`config.mk`:
```
export PLATFORM = sky130hd
export DESIGN_NAME = bnn_layer_sequencer
export DESIGN_NICKNAME = d
export VERILOG_FILES = /design/src/rtl/bnn_layer_sequencer.sv
export SDC_FILE = /design/constraint.sdc
export NUM_CORES = 1
export LEC_CHECK = 0
export ABC_AREA = 1
export CORE_MARGIN = 5
export CORE_UTILIZATION = 35
export CTS_CLUSTER_DIAMETER = 100
export CTS_CLUSTER_SIZE = 25
export DETAILED_ROUTE_END_ITERATION = 8
export PLACE_DENSITY_LB_ADDON = 0.2
export RECOVER_POWER = 25
export SETUP_SLACK_MARGIN = 0.02
export SLEW_MARGIN = 20
export SYNTH_ARGS = -nofsm -noshare
export SYNTH_HDL_FRONTEND = slang
export SYNTH_SLANG_ARGS = --single-unit
```
`constraint.sdc`:
```
create_clock -name clk -period 1.51 [get_ports clk]
set_clock_uncertainty 0.2 [all_clocks]
set_input_delay 0.2265 -clock clk [delete_from_list [all_inputs] [get_ports clk]]
set_output_delay 0.2265 -clock clk [all_outputs]
set_load 0.01 [all_outputs]
```
`src/rtl/bnn_layer_sequencer.sv`:
```
// Instruction sequencer for one binary layer pass of the BNN core.
// Issues the 20-bit core instruction word and data_in value cycle by cycle.
module bnn_layer_sequencer (
  input  logic        clk,
  input  logic        rst,
  input  logic        start,
  input  logic [15:0] cfg_enable,
  input  logic [2:0]  cfg_height,
  input  logic [3:0]  cfg_groups,
  input  logic [2:0]  cfg_pixels,
  input  logic [3:0]  cfg_load_beats,
  input  logic        cfg_pool,
  input  logic [2:0]  cfg_wgt_sel,
  input  logic        in_valid,
  output logic        in_ready,
  input  logic [31:0] in_data,
  output logic [31:0] core_data,
  output logic [19:0] instruction,
  output logic        out_valid,
  input  logic        out_ready,
  output logic        busy,
  output logic        done
);

  typedef enum logic [3:0] {
    S_IDLE, S_CFG, S_BIAS, S_CLR, S_LOAD, S_ACC, S_BIN, S_STORE, S_DONE
  } state_e;

  state_e      state_q, state_d;

  // k serves as the beat index in BIAS/LOAD and the half index in STORE.
  logic [3:0]  k_q, k_d;
  logic [3:0]  g_q, g_d;
  logic [1:0]  w_q, w_d;
  logic [2:0]  p_q, p_d;

  logic [15:0] enable_q;
  logic [2:0]  height_q;
  logic [3:0]  groups_q;
  logic [2:0]  pixels_q;
  logic [3:0]  last_beat_q;
  logic        pool_q;
  logic [2:0]  wgt_sel_q;

  logic        accept_start;
  logic        in_xfer;

  assign accept_start = (state_q == S_IDLE) && start;
  assign in_xfer      = in_valid && in_ready;
  assign busy         = (state_q != S_IDLE);

  // NOTE: sequential state uses non-blocking assignments only, so every
  // register samples pre-edge values regardless of statement order.
  always_ff @(posedge clk) begin
    if (rst) begin
      state_q <= S_IDLE;
      k_q     <= '0;
      g_q     <= '0;
      w_q     <= '0;
      p_q     <= '0;
    end else begin
      state_q <= state_d;
      k_q     <= k_d;
      g_q     <= g_d;
      w_q     <= w_d;
      p_q     <= p_d;
    end
  end

  // A zero beat count is folded to one beat here, so LOAD never sees it.
  always_ff @(posedge clk) begin
    if (rst) begin
      enable_q    <= '0;
      height_q    <= '0;
      groups_q    <= '0;
      pixels_q    <= '0;
      last_beat_q <= '0;
      pool_q      <= 1'b0;
      wgt_sel_q   <= '0;
    end else if (accept_start) begin
      enable_q    <= cfg_enable;
      height_q    <= cfg_height;
      groups_q    <= cfg_groups;
      pixels_q    <= cfg_pixels;
      last_beat_q <= (cfg_load_beats == 4'd0) ? 4'd0 : cfg_load_beats - 4'd1;
      pool_q      <= cfg_pool;
      wgt_sel_q   <= cfg_wgt_sel;
    end
  end

  // NOTE: every signal written here gets a default first; a path that
  // skipped an assignment would otherwise infer a latch.
  always_comb begin
    state_d     = state_q;
    k_d         = k_q;
    g_d         = g_q;
    w_d         = w_q;
    p_d         = p_q;
    instruction = '0;
    core_data   = '0;
    in_ready    = 1'b0;
    out_valid   = 1'b0;
    done        = 1'b0;

    unique case (state_q)
      S_IDLE: begin
        if (start) state_d = S_CFG;
      end

      S_CFG: begin
        instruction[15] = 1'b1;
        instruction[8]  = 1'b1;
        core_data       = {13'b0, height_q, enable_q};
        state_d         = S_BIAS;
      end

      S_BIAS: begin
        in_ready        = 1'b1;
        core_data       = in_data;
        instruction[11] = in_valid;
        if (in_xfer) begin
          if (k_q == 4'd1) begin
            k_d     = '0;
            state_d = S_CLR;
          end else begin
            k_d = k_q + 4'd1;
          end
        end
      end

      S_CLR: begin
        instruction[0] = 1'b1;
        state_d        = S_LOAD;
      end

      S_LOAD: begin
        in_ready  = 1'b1;
        core_data = in_data;
        // Without a transfer the core sees a NOP and the beat is not counted.
        if (in_xfer) begin
          instruction[15]    = 1'b1;
          instruction[16]    = k_q[0];
          instruction[19:17] = wgt_sel_q;
          if (k_q == last_beat_q) begin
            k_d     = '0;
            state_d = S_ACC;
          end else begin
            k_d = k_q + 4'd1;
          end
        end
      end

      S_ACC: begin
        instruction[9]   = 1'b1;
        instruction[4:1] = g_q;
        if (g_q == groups_q) begin
          g_d     = '0;
          state_d = S_BIN;
        end else begin
          g_d = g_q + 4'd1;
        end
      end

      S_BIN: begin
        instruction[10] = 1'b1;
        instruction[12] = pool_q;
        instruction[13] = w_q[0];
        instruction[6]  = w_q[1];
        if (pool_q && (w_q != 2'd3)) begin
          w_d     = w_q + 2'd1;
          state_d = S_CLR;
        end else begin
          w_d = '0;
          if (p_q == pixels_q) begin
            p_d     = '0;
            state_d = S_STORE;
          end else begin
            p_d     = p_q + 3'd1;
            state_d = S_CLR;
          end
        end
      end

      S_STORE: begin
        out_valid       = 1'b1;
        instruction[14] = 1'b1;
        instruction[6]  = k_q[0];
        if (out_ready) begin
          if (k_q[0]) begin
            k_d     = '0;
            state_d = S_DONE;
          end else begin
            k_d = 4'd1;
          end
        end
      end

      S_DONE: begin
        done    = 1'b1;
        state_d = S_IDLE;
      end

      default: state_d = S_IDLE;
    endcase
  end

endmodule

```
# == Word level (Yosys, flattened, before mapping) ==
# Cells that the tools add are included.
# word_totals
output_inout_bits,56
in_bits,71
regBits,51
# op_classes
n_reduce_logical,11
n_mux,37
n_bitwise,1
addsub,5
n_eq_ne,21
# ops
cell,count
$mux 4,17
$pmux 32 s2,1
$pmux 4 s8,1
$ne 2x2->1 const B,9
$eq 4x3->1 const B,4
$pmux 4 s3,1
$mux 1,9
$mux 3,3
$add 4x1->4 const B,2
$eq 4x1->1 const B,2
$eq 4x2->1 const B,2
$eq 4x4->1,2
$logic_not 4->1,2
$reduce_and 8->1,1
$mux 5,1
$eq 4x4->1 const B,1
$mux 2,2
$pmux 1 s2,2
$reduce_and 4->1,1
$reduce_bool 4->1,1
$sub 4x1->4 const B,1
$add 3x1->3 const B,1
$eq 3x3->1,1
$logic_and 1x1->1,3
other kinds (5),5

# == Longest topological paths before layout ==
# Gate-level depths: netlist (run 1).
# depth
ltp_word,6
ltp_mapped,12
mapped_depth_nobuf,12

# == Worst setup path after synthesis (run 1) ==
# OpenSTA, ideal clock, no wires.
# synth_timing
path_type,flip-flop to output port
start,register state_q[3]
end,output port core_data[20]
path_stages_with_launch,9
path_buffers,1
path_slack_ns,-0.124
t_arrival_ns,1.208
cell_sequence,dfxtp_1 nor2_2 inv_2 nor2_2 inv_2 nand2_1 inv_1 buf_2 nor2_1
# synth_between
elab_chain_len,3
elab_cells_between_ends,5
classes_between,3 x eq/ne; 1 x mux; 1 x reduce/logical
# synth_lines
item,line,source
start: declaration,29,"state_e state_q, state_d;"
start signal: assignment,62,state_q <= state_d;
$eq 4x3->1 / $eq 4x2->1 (equally long branches),105,unique case (state_q)
$reduce_or 2->1 (no line),-,
$pmux 32 s2 *,105,
end: declaration,17,"output logic [31:0] core_data,"
# Mark *: on every way between the ends. The rest lies on a longest branch, timed or not.

# == Final worst setup path (run 1) ==
# layout_timing
start,register state_q[3]
end,output port core_data[11]
# The elaborated chain is that of the path after synthesis.

==> results of run 1 <==
## placed cells by master, fill, tap and decap left out, types with 25 or more instances in the layout
cell and n:
sky130_fd_sc_hd__nand2_1 58, sky130_fd_sc_hd__nor2_4 28, sky130_fd_sc_hd__o21ai_2 33, sky130_fd_sc_hd__clkdlybuf4s50_1 69, sky130_fd_sc_hd__dfxtp_1 46, sky130_fd_sc_hd__inv_1 66
sky130_fd_sc_hd__buf_4 48, sky130_fd_sc_hd__buf_2 30, sky130_fd_sc_hd__nand2_2 25, sky130_fd_sc_hd__a21oi_2 33, sky130_fd_sc_hd__buf_6 47
## per-layer routing
metal | part of all wire (%) | vias up | GRT usage (%)
met3 | 5.1 | 34 | 4.08
met4 | 3.3 | 0 | 7.46
met5 | 0 | - | 0
met1 | 38 | 1708 | 22.9
met2 | 54 | 120 | 39.5
li1 | - | 1813 | -
## worst min-delay path by stage
stage,start,end,slack [ns]
after floorplan,rst,state_q[3]$_SDFFE_PP0P_,0.1
after global placement,enable_q[8]$_SDFFE_PP0P_,enable_q[8]$_SDFFE_PP0P_,0.24
after detailed placement,enable_q[8]$_SDFFE_PP0P_,enable_q[8]$_SDFFE_PP0P_,0.24
after CTS,wgt_sel_q[2]$_SDFFE_PP0P_,wgt_sel_q[2]$_SDFFE_PP0P_,0.27
after global routing,enable_q[8]$_SDFFE_PP0P_,enable_q[8]$_SDFFE_PP0P_,0.29
final,wgt_sel_q[2]$_SDFFE_PP0P_,wgt_sel_q[2]$_SDFFE_PP0P_,0.27
## state kept, by name, indices dropped and copies added, names as in the netlist, 3 cells and up
register,flops
enable_q,16
g_q,4
groups_q,4
height_q,3
k_q,4
last_beat_q,4
p_q,3
pixels_q,3
state_q,4
wgt_sel_q,3
## stage by stage
step                std cells  setup TNS (ns)  hold slack (ns)  util (%)
finish                    764          -34.04            0.272      75.3
global placement          712          -31.90            0.238      58.6
CTS                       747          -32.21            0.267      68.8
global route              764          -40.07            0.290      75.3
floorplan                 450          -0.283           0.0950         -
detailed placement        712          -33.47            0.243      58.6
## power by group through the flow
stage	sequential, W	clock (W)	combinational (W)
floorplan	0.00184	0	0.00228
global placement	0.00184	0	0.00395
detailed placement	0.00185	0	0.00404
CTS	0.00184	0.000837	0.00553
global route	0.00189	0.000893	0.00701
finish	0.00186	0.000821	0.00664
## worst min-delay path, delay by kind of cell, from the launching register on
family / cells / cell delay (ns)
buffers and inverters: 1 / 0.07
DFF: 1 / 0.31
AOI/OAI and AO/OA: 1 / 0.05
## repair_timing
item / 4_1_cts / 5_1_grt
gates cloned: 8 / 5
hold endpoints to repair: 0 / 0
pin swaps: 56 / 29
setup buffers: 21 / 16
endpoints found under the setup margin: 102 / 105
gates resized for setup: 389 / 94
## cells in the mapped netlist, types with 2 or more instances
| cell | number |
|---|---|
| sky130_fd_sc_hd__a211oi_1 | 2 |
| sky130_fd_sc_hd__a21oi_1 | 38 |
| sky130_fd_sc_hd__buf_2 | 6 |
| sky130_fd_sc_hd__buf_4 | 3 |
| sky130_fd_sc_hd__clkbuf_1 | 9 |
| sky130_fd_sc_hd__dfxtp_1 | 51 |
| sky130_fd_sc_hd__ha_1 | 5 |
| sky130_fd_sc_hd__inv_1 | 76 |
| sky130_fd_sc_hd__inv_2 | 8 |
| sky130_fd_sc_hd__nand2_1 | 97 |
| sky130_fd_sc_hd__nand2_2 | 5 |
| sky130_fd_sc_hd__nand3_1 | 16 |
| sky130_fd_sc_hd__nor2_1 | 45 |
| sky130_fd_sc_hd__nor2_2 | 6 |
| sky130_fd_sc_hd__nor2_4 | 6 |
| sky130_fd_sc_hd__nor3_1 | 5 |
| sky130_fd_sc_hd__o21ai_0 | 56 |
| sky130_fd_sc_hd__xor2_1 | 5 |
## kinds of logic (layout without fill, tap and decap cells)
logic type,after synthesis,count (layout),share of synthesized area (%)
buf+inv,102,311,14.0
xor+xnor,5,5,1.52
other cells,1,2,0.130
flops,51,51,35.5
fa+ha+maj,5,5,2.17
compound gates,99,99,17.7
simple gates,186,186,29.0
## area by class of cell
cell class / instances / area (sq um) / area share, %
Tap cell: 105 / 131 / 2.16
Clock buffer: 5 / 68.8 / 1.13
Inverter: 84 / 343 / 5.62
Clock inverter: 3 / 18.8 / 0.308
Multi-Input combinational cell: 297 / 2210 / 36.2
Sequential cell: 51 / 1030 / 17.0
Timing Repair Buffer: 219 / 2290 / 37.6
==> reports/results.md, run 1 <==
- finished, violations left — outcome
- negative setup slack — violations in the final reports
- 4 — Detailed Routing Iterations Pass 1
- 4.81 — vias per cell
- 588 — fill count
- buffers and inverters — crit-path leading delay family
- 35.5% — fraction of post-synthesis cell area in the top cell type by area
- 0 — CTS hold repair buffers
- 5 — largest fanout of any net on the critical path
- 0.758 mV — Max VDD drop
- 12,400 um — WL final
- 0 — Yosys warnings
- 127 — I/O Pins
- 51 — number of flip-flops and latches in the synthesized netlist
- 0.00932 W — Total Power
- 17,000 um — wire length of the first global-routing pass
- 10 — Reg2Reg Depth
- 2 — Min-Delay Path Depth
- 3,608 — via count of the first global-routing pass
- 28 — count of unique library cells instantiated by Yosys
- register to register — hold crit path type
- 3,675 — via total after detailed routing
- 0.38 ns — critical path's largest stage delay
- 0 — post-route ant nets
- 483 MHz — achievable frequency
- g_q[3]$_SDFFE_PP0N_ — endpoint of the worst-slack reg-to-reg timing path
- output port — Critical Path Sink Type
- 20.9% — GRT Total Usage
- 0.10 ns — clock slew at reported path FFs
- 1.08 ns — worst path required time
- 0 — antenna violations before repair
- register to output port — critical path start-end classification
- 43.3% — proportion of total power due to net switching
- 20.0% — sequential share of power
- 1.64 ns — Worst Path Arrival
- 2.70 nW — static power due to leakage
- 0 — # diodes
- 0.821 — final RePlAce weighted congestion
- sky130_fd_sc_hd__dfxtp_1 — Main synth FF type
- core_data[11] — worst setup path end
- 0 — max_cap viols
- 0.00404 W — Net Sw Power
- 137% — Final Cycle Share
- state_q[3]$_SDFFE_PP0P_ — launching element of the worst setup path
- sky130_fd_sc_hd__clkbuf_8 — Clock Tree Root
- 8090 sq um — Floorplan Core Area
- 2 — Bufs on Longest Clock Path
- 16.3 um — average routed wire per standard cell
- sky130_fd_sc_hd__dfxtp_4 — Slowest cell on crit path
- 10 — number of gates on the worst path with buffers counted
- 0 — number of max-slew violations in the final report
- 0.31 ns — Clk Latency, worst-skew pair
- 5 — number of buffers added by the clock tree synthesis step
- 33 — floorplan row count
- 6.41 sq um — mean cell area of the mapped netlist
- -0.596 ns — minimum setup slack after placement
- 1530 nW/um^2 — power per standard cell area
- 734 — final net count
- 105 — Final Setup Violations
- 0 — number of remaining DRC errors
- 4750 sq um — cell area reported after detailed placement
- sky130_fd_sc_hd__dfxtp_1 — Yosys top cell by area
- 10,100 sq um — Die ar.
- 2.07 ns — min cycle time layout
- register — startpoint type of the worst setup path
- yes — CTS tree
- yes — RSZ-0062 raised after global routing
- 52.4% — fraction of layout cells with a size suffix above 1
- 0.00529 W — Internal Dissipation
- 112% — area added between synthesis and finish
- 0 — EDFF count, synth
- 51 — number of clock sinks seen by CTS
- 2 — htree depth
- 0% — fraction of synthesis flops using an asynchronous set or reset pin
- 449 — gate count of the mapped netlist
- 71.2% — part of the total power dissipated in combinational logic
- state_q[0]$_SDFFE_PP0P_ — worst flop-to-flop path startpoint
- 124 — count of port buffers added during placement
- -0.51 ns — register-to-register setup slack
- 0 — GR Overflow Total
- sky130_fd_sc_hd__dfxtp_1 (35%), sky130_fd_sc_hd__nand2_1 (13%), sky130_fd_sc_hd__inv_1 (9.9%) — biggest area contributors in the synthesized netlist
- 0 — Final Hold Fails
- nor2_4, inv_2, nor2_4, inv_2, nand2_4, buf_12, buf_12, nand2_1, o21ai_2, buf_2 — worst path cell trace
- 5 — Worst Path Buf+Inv
- 35.6% — effective utilization at floorplan
- 2880 sq um — cell area after technology mapping
- 6100 sq um — cell area after layout
- -0.561 ns — worst setup slack after layout
- 7160 um — total half-perimeter wirelength after legalization and detailed placement
- 22 — largest net degree at the start of global routing
- 101 um — vertical die dimension
- 8.8% — power share of the clock group
- 101 um — Die X
- 35.5% — sequential-to-total area share from yosys stat
- 113 — Iter 0 DRT Violations
(Power assumes the default switching activity.)
==> inputs of run 2 (changes only) <==
SKIP_LAST_GASP = 1   (was unset)
SLEW_MARGIN = unset   (was 20)
==> run 2 against run 1 <==
Largest cell class is now multi-input gates. Combinational power down 5.9%. The flow still finishes with violations (negative setup slack). Register-to-register slack about the same. Setup slack worse by 0.024 ns. Worst hold slack worse by 0.0029 ns. Critical path type unchanged. Largest power group unchanged.
==> reports/results.md, run 2 (synthesis gave the netlist of run 1 again) <==
- 33 — floorplan row count
- 609 — fill count
- -0.50 ns — register-to-register setup slack
- 0 — max_cap viols
- 139% — Final Cycle Share
- yes — CTS tree
- 2.60 nW — static power due to leakage
- 0.10 ns — clock slew at reported path FFs
- enable_q[13]$_SDFFE_PP0P_ — hold wc startpoint
- 113 — Iter 0 DRT Violations
- 0 — number of remaining DRC errors
- 0.821 — final RePlAce weighted congestion
- 1500 nW/um^2 — power per standard cell area
- 22.8% — met1 GRT Util
- register to register — hold crit path type
- 10 — Reg2Reg Depth
- 3.88% — global-route track usage on met3
- 0 — GR Overflow Total
- 2.09 ns — min cycle time layout
- 101 um — Die X
- 0 — number of max-slew violations in the final report
- 5970 sq um — cell area after layout
- sky130_fd_sc_hd__nand2_1 (72), sky130_fd_sc_hd__clkdlybuf4s50_1 (69), sky130_fd_sc_hd__inv_1 (66) — highest-count cells in the layout ignoring fill and taps
- 10,100 sq um — Die ar.
- 104 — Final Setup Violations
- sky130_fd_sc_hd__clkbuf_8 — Clock Tree Root
- 2 — Min-Delay Path Depth
- 73.7% — final core area utilization
- 7160 um — total half-perimeter wirelength after legalization and detailed placement
- 20.6% — GRT Total Usage
- 5 — number of buffers added by the clock tree synthesis step
- 35.6% — effective utilization at floorplan
- state_q[0]$_SDFFE_PP0P_ — worst flop-to-flop path startpoint
- 50.8% — fraction of layout cells with a size suffix above 1
- 4.75 — vias per cell
- 0 — Final Hold Fails
- enable_q[13]$_SDFFE_PP0P_ — hold path endpoint
- sky130_fd_sc_hd__nand2_1 — most frequent standard cell in the layout excluding fill and tap cells
- 729 — final net count
- 2 — htree depth
- 0.31 ns — Clk Latency, worst-skew pair
- 39.3% — global-route met2 utilization
- -0.596 ns — minimum setup slack after placement
- 124 — count of port buffers added during placement
- output port — Critical Path Sink Type
- 4 — Detailed Routing Iterations Pass 1
- 8090 sq um — Floorplan Core Area
- -0.584 ns — worst setup slack after layout
- 22 — largest net degree at the start of global routing
- 0 — antenna violations before repair
- 2 — Bufs on Longest Clock Path
- 4750 sq um — cell area reported after detailed placement
- register to output port — critical path start-end classification
- 0 — CTS hold repair buffers
- g_q[3]$_SDFFE_PP0N_ — endpoint of the worst-slack reg-to-reg timing path
- 478 MHz — achievable frequency
- yes — RSZ-0062 raised after global routing
- finished, violations left — outcome
- 16 — max FFs per register
- 1.67 ns — Worst Path Arrival
- 0 — # diodes
- 0.269 ns — post-route worst hold slack
- 0.00893 W — Total Power
- 16,800 um — wire length of the first global-routing pass
- 127 — I/O Pins
- register — startpoint type of the worst setup path
- 3,608 — via total after detailed routing
- 15.6 um — average routed wire per standard cell
- 0 — post-route ant nets
- 0.801 mV — Max VDD drop
- met2 — layer carrying the most global-route usage
- 11,900 um — WL final
- 51 — number of clock sinks seen by CTS
- 3,564 — via count of the first global-routing pass
- 107% — area added between synthesis and finish
- 1.08 ns — worst path required time
- 101 um — vertical die dimension
- negative setup slack — violations in the final reports
- enable_q — Largest Register
- 5 — largest fanout of any net on the critical path
[run 2: worst max path at each step]
stage	from	endpoint	slack (ns)
5_1_grt	state_q[1]$_SDFFE_PP0P_	core_data[16]	-0.65
3_5_place_dp	in_valid	instruction[16]	-0.60
6_report	state_q[1]$_SDFFE_PP0P_	core_data[16]	-0.58
4_1_cts	state_q[3]$_SDFFE_PP0P_	core_data[8]	-0.49
3_3_place_gp	in_valid	instruction[16]	-0.63
2_1_floorplan	state_q[2]$_SDFFE_PP0P_	core_data[13]	-0.01
[run 2: critical path, cell delays in order (launching register included)]
cell                      delay [ns]
sky130_fd_sc_hd__dfxtp_4        0.37
sky130_fd_sc_hd__inv_1          0.09
sky130_fd_sc_hd__nand2_2        0.09
sky130_fd_sc_hd__nor2_4         0.13
sky130_fd_sc_hd__inv_2          0.06
sky130_fd_sc_hd__nand2_4        0.09
sky130_fd_sc_hd__buf_12         0.13
sky130_fd_sc_hd__buf_12         0.11
sky130_fd_sc_hd__nand2_2        0.04
sky130_fd_sc_hd__o21ai_1        0.08
sky130_fd_sc_hd__buf_2          0.16
[run 2: routing by layer]
metal / wire length [um] / part of all wire, %
met2: 6490 / 55
met4: 240 / 2.0
met1: 4500 / 38
met5: 0 / 0
met3: 651 / 5.5
[run 2: cell type report]
type                            instances  area (sq um)  share of cell area, %
Clock buffer                            5          68.8                   1.15
Clock inverter                          3          18.8                  0.315
Inverter                               84           338                   5.66
Multi-Input combinational cell        297          2190                   36.7
Sequential cell                        51          1030                   17.3
Tap cell                              105           131                   2.20
Timing Repair Buffer                  214          2190                   36.7
[run 2: stage by stage]
stage / instances / TNS, ns
global placement: 712 / -31.90
detailed placement: 712 / -33.47
global route: 759 / -43.36
finish: 759 / -37.34
floorplan: 450 / -0.283
CTS: 747 / -32.56
[run 2: timing repair]
item,4_1_cts,5_1_grt
gates cloned,8,6
pin swaps,56,29
endpoints found under the setup margin,102,105
resized for setup,380,94
buffers inserted,21,12
[run 2: where the power goes]
| part | leakage (nW) | total, W | internal (W) | switching (W) |
|---|---|---|---|---|
| Sequential | 0.421 | 0.00186 | 0.00168 | 0.000178 |
| Clock | 0.0483 | 0.000821 | 0.000328 | 0.000493 |
| Combinational | 2.13 | 0.00625 | 0.00305 | 0.00320 |
==> edit 1 (settings of run 1) <==
Add an input register stage for `cfg_load_beats`; this delays it by one clock. The other inputs are not delayed to match.
--- a/src/rtl/bnn_layer_sequencer.sv
+++ b/src/rtl/bnn_layer_sequencer.sv
@@ -27,4 +27,10 @@
   } state_e;
 
+  logic [3:0] cfg_load_beats_q;
+
+  always_ff @(posedge clk) begin
+    cfg_load_beats_q <= cfg_load_beats;
+  end
+
   state_e      state_q, state_d;
 
@@ -83,5 +89,5 @@
       groups_q    <= cfg_groups;
       pixels_q    <= cfg_pixels;
-      last_beat_q <= (cfg_load_beats == 4'd0) ? 4'd0 : cfg_load_beats - 4'd1;
+      last_beat_q <= (cfg_load_beats_q == 4'd0) ? 4'd0 : cfg_load_beats_q - 4'd1;
       pool_q      <= cfg_pool;
       wgt_sel_q   <= cfg_wgt_sel;
Formal check against the unedited RTL: not equivalent (a bounded check fails within 10 cycles, from zero or initial values and one cycle with rst high).
==> edit 1 against run 1 <==
The run still ends with setup timing left. Fmax grew 3.7%. Register-to-register slack improved by 80 ps. Area after synthesis rose by 0.52%. First-iteration DRC count down 17%. Total power shrank 7.4%. Critical path type unchanged. Sequential cell count increased by 4. Critical path depth down 1. Design area shrank 5.8%. Worst setup slack better by 73 ps. Routed wire length fell by 14%. Highest routed layer unchanged. Largest power group unchanged.
==> edit 1: results (changes against run 1) <==
* Status: finished, violations left
* Violated checks: setup timing
* Reg2Reg Depth at 9 (-1)
* Hold EP: cfg_load_beats_q[2]
* Final setup fails at 102 (-2.9%)
* Clock buf count at 7 (+2)
* Inverters at 73 (-13%)
* Layout cells sized above 1 at 46.1% (-6.3 points)
* Non-clk bufs at 210 (-4.1%)
* # nets final at 716 (-2.5%)
* Vias in the first global route at 3565 (-1.2%)
* Synth Area in Adders at 2.16% (-0.011 points)
* PostCTS Resize Cnt at 332 (-15%)
* RR Startpoint: state_q[2]
* Register area share after synthesis at 38.1% (+2.6 points)
* Buffering overhead at 35.9% (-1.7 points)
* Min-Delay Startpoint: cfg_load_beats[2]
* WL final at 10.7 mm (-14%)
* Wire per inst at 14.4 µm (-11%)
* Placed Cells at 705 (-0.98%)
* Min-Delay Path Class: primary input to flip-flop
* VDD IR max at 791 µV (+4.3%)
* Comb power at 5.74 mW (-14%)
* Min-Delay Path Depth at 1 (-1)
* Total Routing Usage GR at 20.5% (-0.40 points)
* Synth Area in XOR/XNOR at 1.82% (+0.29 points)
* Synth top cells by count: nand2_1, inv_1, nor2_1
* Synth Area in Compound Gates at 17.8% (+0.081 points)
* Yosys cell types at 31 (+11%)
* GPL Wtd Cong at 0.856 (+4.3%)
* Post-route setup slack at -487 ps (+73.3 ps)
* Comb power frac at 66.5% (-4.7 points)
* Clock power frac at 10.5% (+1.7 points)
* DR iter-0 viols at 94 (-17%)
* Worst Setup EP: core_data[6]
* Fill cells at 636 (+8.2%)
* Largest cells by area after synthesis: dfxtp_1, nand2_1, inv_1
* Sequential cell area share at 19.4% (+2.5 points)
* Multi-Input Combinational at 295 (-0.67%)
* Slack of the worst reg-to-reg path at -430 ps (+80 ps)
-- edit 1: cell types whose count changed in the layout (fill, tap and decap cells not counted), moves of 5 or more --
cell | run 1 | this run
nand2_1 | 58 | 67
inv_1 | 66 | 60
buf_16 | 8 | 3
a21oi_1 | 5 | 16
nand2_2 | 25 | 14
a21oi_2 | 33 | 18
inv_2 | 12 | 6
dfxtp_1 | 46 | 51
nor2_1 | 19 | 27
-- edit 1: routing by layer --
metal	vias to the layer above	track usage (%)	share of wire [%]
met1	1637	24.1	41
met4	0	6.24	1.5
met2	91	37.6	53
met5	-	0	0
met3	12	3.74	4.6
li1	1772	-	-
-- edit 1: through the flow --
stage | instance area, µm² | hold WS [ps] | TNS (ps)
3_3_place_gp | 4810 | 239 | -31060
2_1_floorplan | 3140 | 54.2 | 0
5_1_grt | 5740 | 160 | -42000
3_5_place_dp | 4810 | 248 | -33000
6_report | 5740 | 159 | -34680
4_1_cts | 5480 | 146 | -31090
==> edit 2 (settings of run 1) <==
Without the edit above. `k_q` and `g_q` no longer have a reset.
--- a/src/rtl/bnn_layer_sequencer.sv
+++ b/src/rtl/bnn_layer_sequencer.sv
@@ -55,15 +55,16 @@
     if (rst) begin
       state_q <= S_IDLE;
-      k_q     <= '0;
-      g_q     <= '0;
       w_q     <= '0;
       p_q     <= '0;
     end else begin
       state_q <= state_d;
-      k_q     <= k_d;
-      g_q     <= g_d;
       w_q     <= w_d;
       p_q     <= p_d;
     end
+  end
+
+  always_ff @(posedge clk) begin
+    k_q <= k_d;
+    g_q <= g_d;
   end
 
Check against the original RTL: differs if rst is asserted again (counterexample within 10 cycles, from zero or initial values and one cycle with rst high); with rst held inactive, the same outputs for 10 cycles.
==> edit 2 against run 1 <==
The flow still finishes with violations (setup timing). Critical endpoint is now core_data[17]. Critical path depth did not move. Routed wire length down 16%. Area after synthesis down 0.57%. Worst setup slack better by 9.9 ps. Sequential cell count did not move. Combinational power is 10% lower. Total power decreased by 3.3%. Clock power rose by 29%. Design area decreased by 3.6%.
==> edit 2: results (changes against run 1) <==
* Status: finished, violations left
* Violated checks: setup timing
* RR Startpoint: state_q[3]
* Wire per inst at 14.2 µm (-12%)
* Area growth syn-to-layout at 105%
* Leak Pwr at 2.65 nW (-1.5%)
* Synth Area in Compound Gates at 17.3% (-0.38 points)
* Synth top cells by count: nand2_1, inv_1, nor2_1
* Setup TNS at -41810 ps (-7770 ps)
* Placed inst area at 0.00481 mm² (+1.3%)
* M1 WL at 4.10 mm (-12%)
* Post-route setup slack at -551 ps (+9.88 ps)
* WL met3 at 400 µm (-37%)
* Syn_area_per_cell at 6.80 µm² (+6.0%)
* Final setup fails at 108 (+2.9%)
* Clk cell area share at 2.17% (+0.74 points)
* DP Wirelength at 6.75 mm (-5.6%)
* Switch share at 40.8% (-2.5 points)
* Largest cells by area after synthesis: dfxtp_1, nand2_1, inv_1
* Met1 usage at 23.1% (+0.20 points)
* Worst slack, placed at -556 ps (+40.2 ps)
* Post-synth EDFFs at 8 (+8)
* Multiplexer share of the synthesized area at 0.350% (+0.35 points)
* Slack of the worst reg-to-reg path at -470 ps (+40 ps)
* Layout cells sized above 1 at 48.1% (-4.3 points)
* PostCTS Resize Cnt at 345 (-11%)
* Clock buf count at 7 (+2)
* Hold EP: enable_q[7]
* R2r endpoint: wgt_sel_q[2]
* Via Count at 3397 (-7.6%)
* Total Routing Usage GR at 18.9% (-2.0 points)
* WL final at 10.4 mm (-16%)
* CP startpoint: state_q[0]
edit 2: cell count changes after synthesis, sizes merged, moves of 3 or more:
| cell | delta |
|---|---|
| buf | +4 |
| clkbuf | -5 |
| dfxtp | -8 |
| edfxtp | +8 |
| inv | -8 |
| nand2 | -20 |
| nand3 | -4 |
| nor2 | +6 |
| nor3 | -3 |
| o21ai | -4 |
| xnor2 | +4 |
edit 2: power groups by stage:
| stage | Clock, mW | Combinational [mW] | Sequential [mW] |
|---|---|---|---|
| global placement | 0 | 4.13 | 2.00 |
| finish | 1.06 | 5.96 | 2.00 |
| detailed placement | 0 | 4.21 | 2.01 |
| CTS | 1.07 | 5.23 | 2.00 |
| floorplan | 0 | 2.39 | 1.99 |
| global route | 1.12 | 6.40 | 2.04 |
edit 2: worst max-delay path, delay by kind of cell, from the launching register on:
kind                   cells  cell delay, ps
AOI/OAI and AO/OA          1              60
buffers and inverters      5             550
DFF                        1             380
and+or+nand+nor            4             340
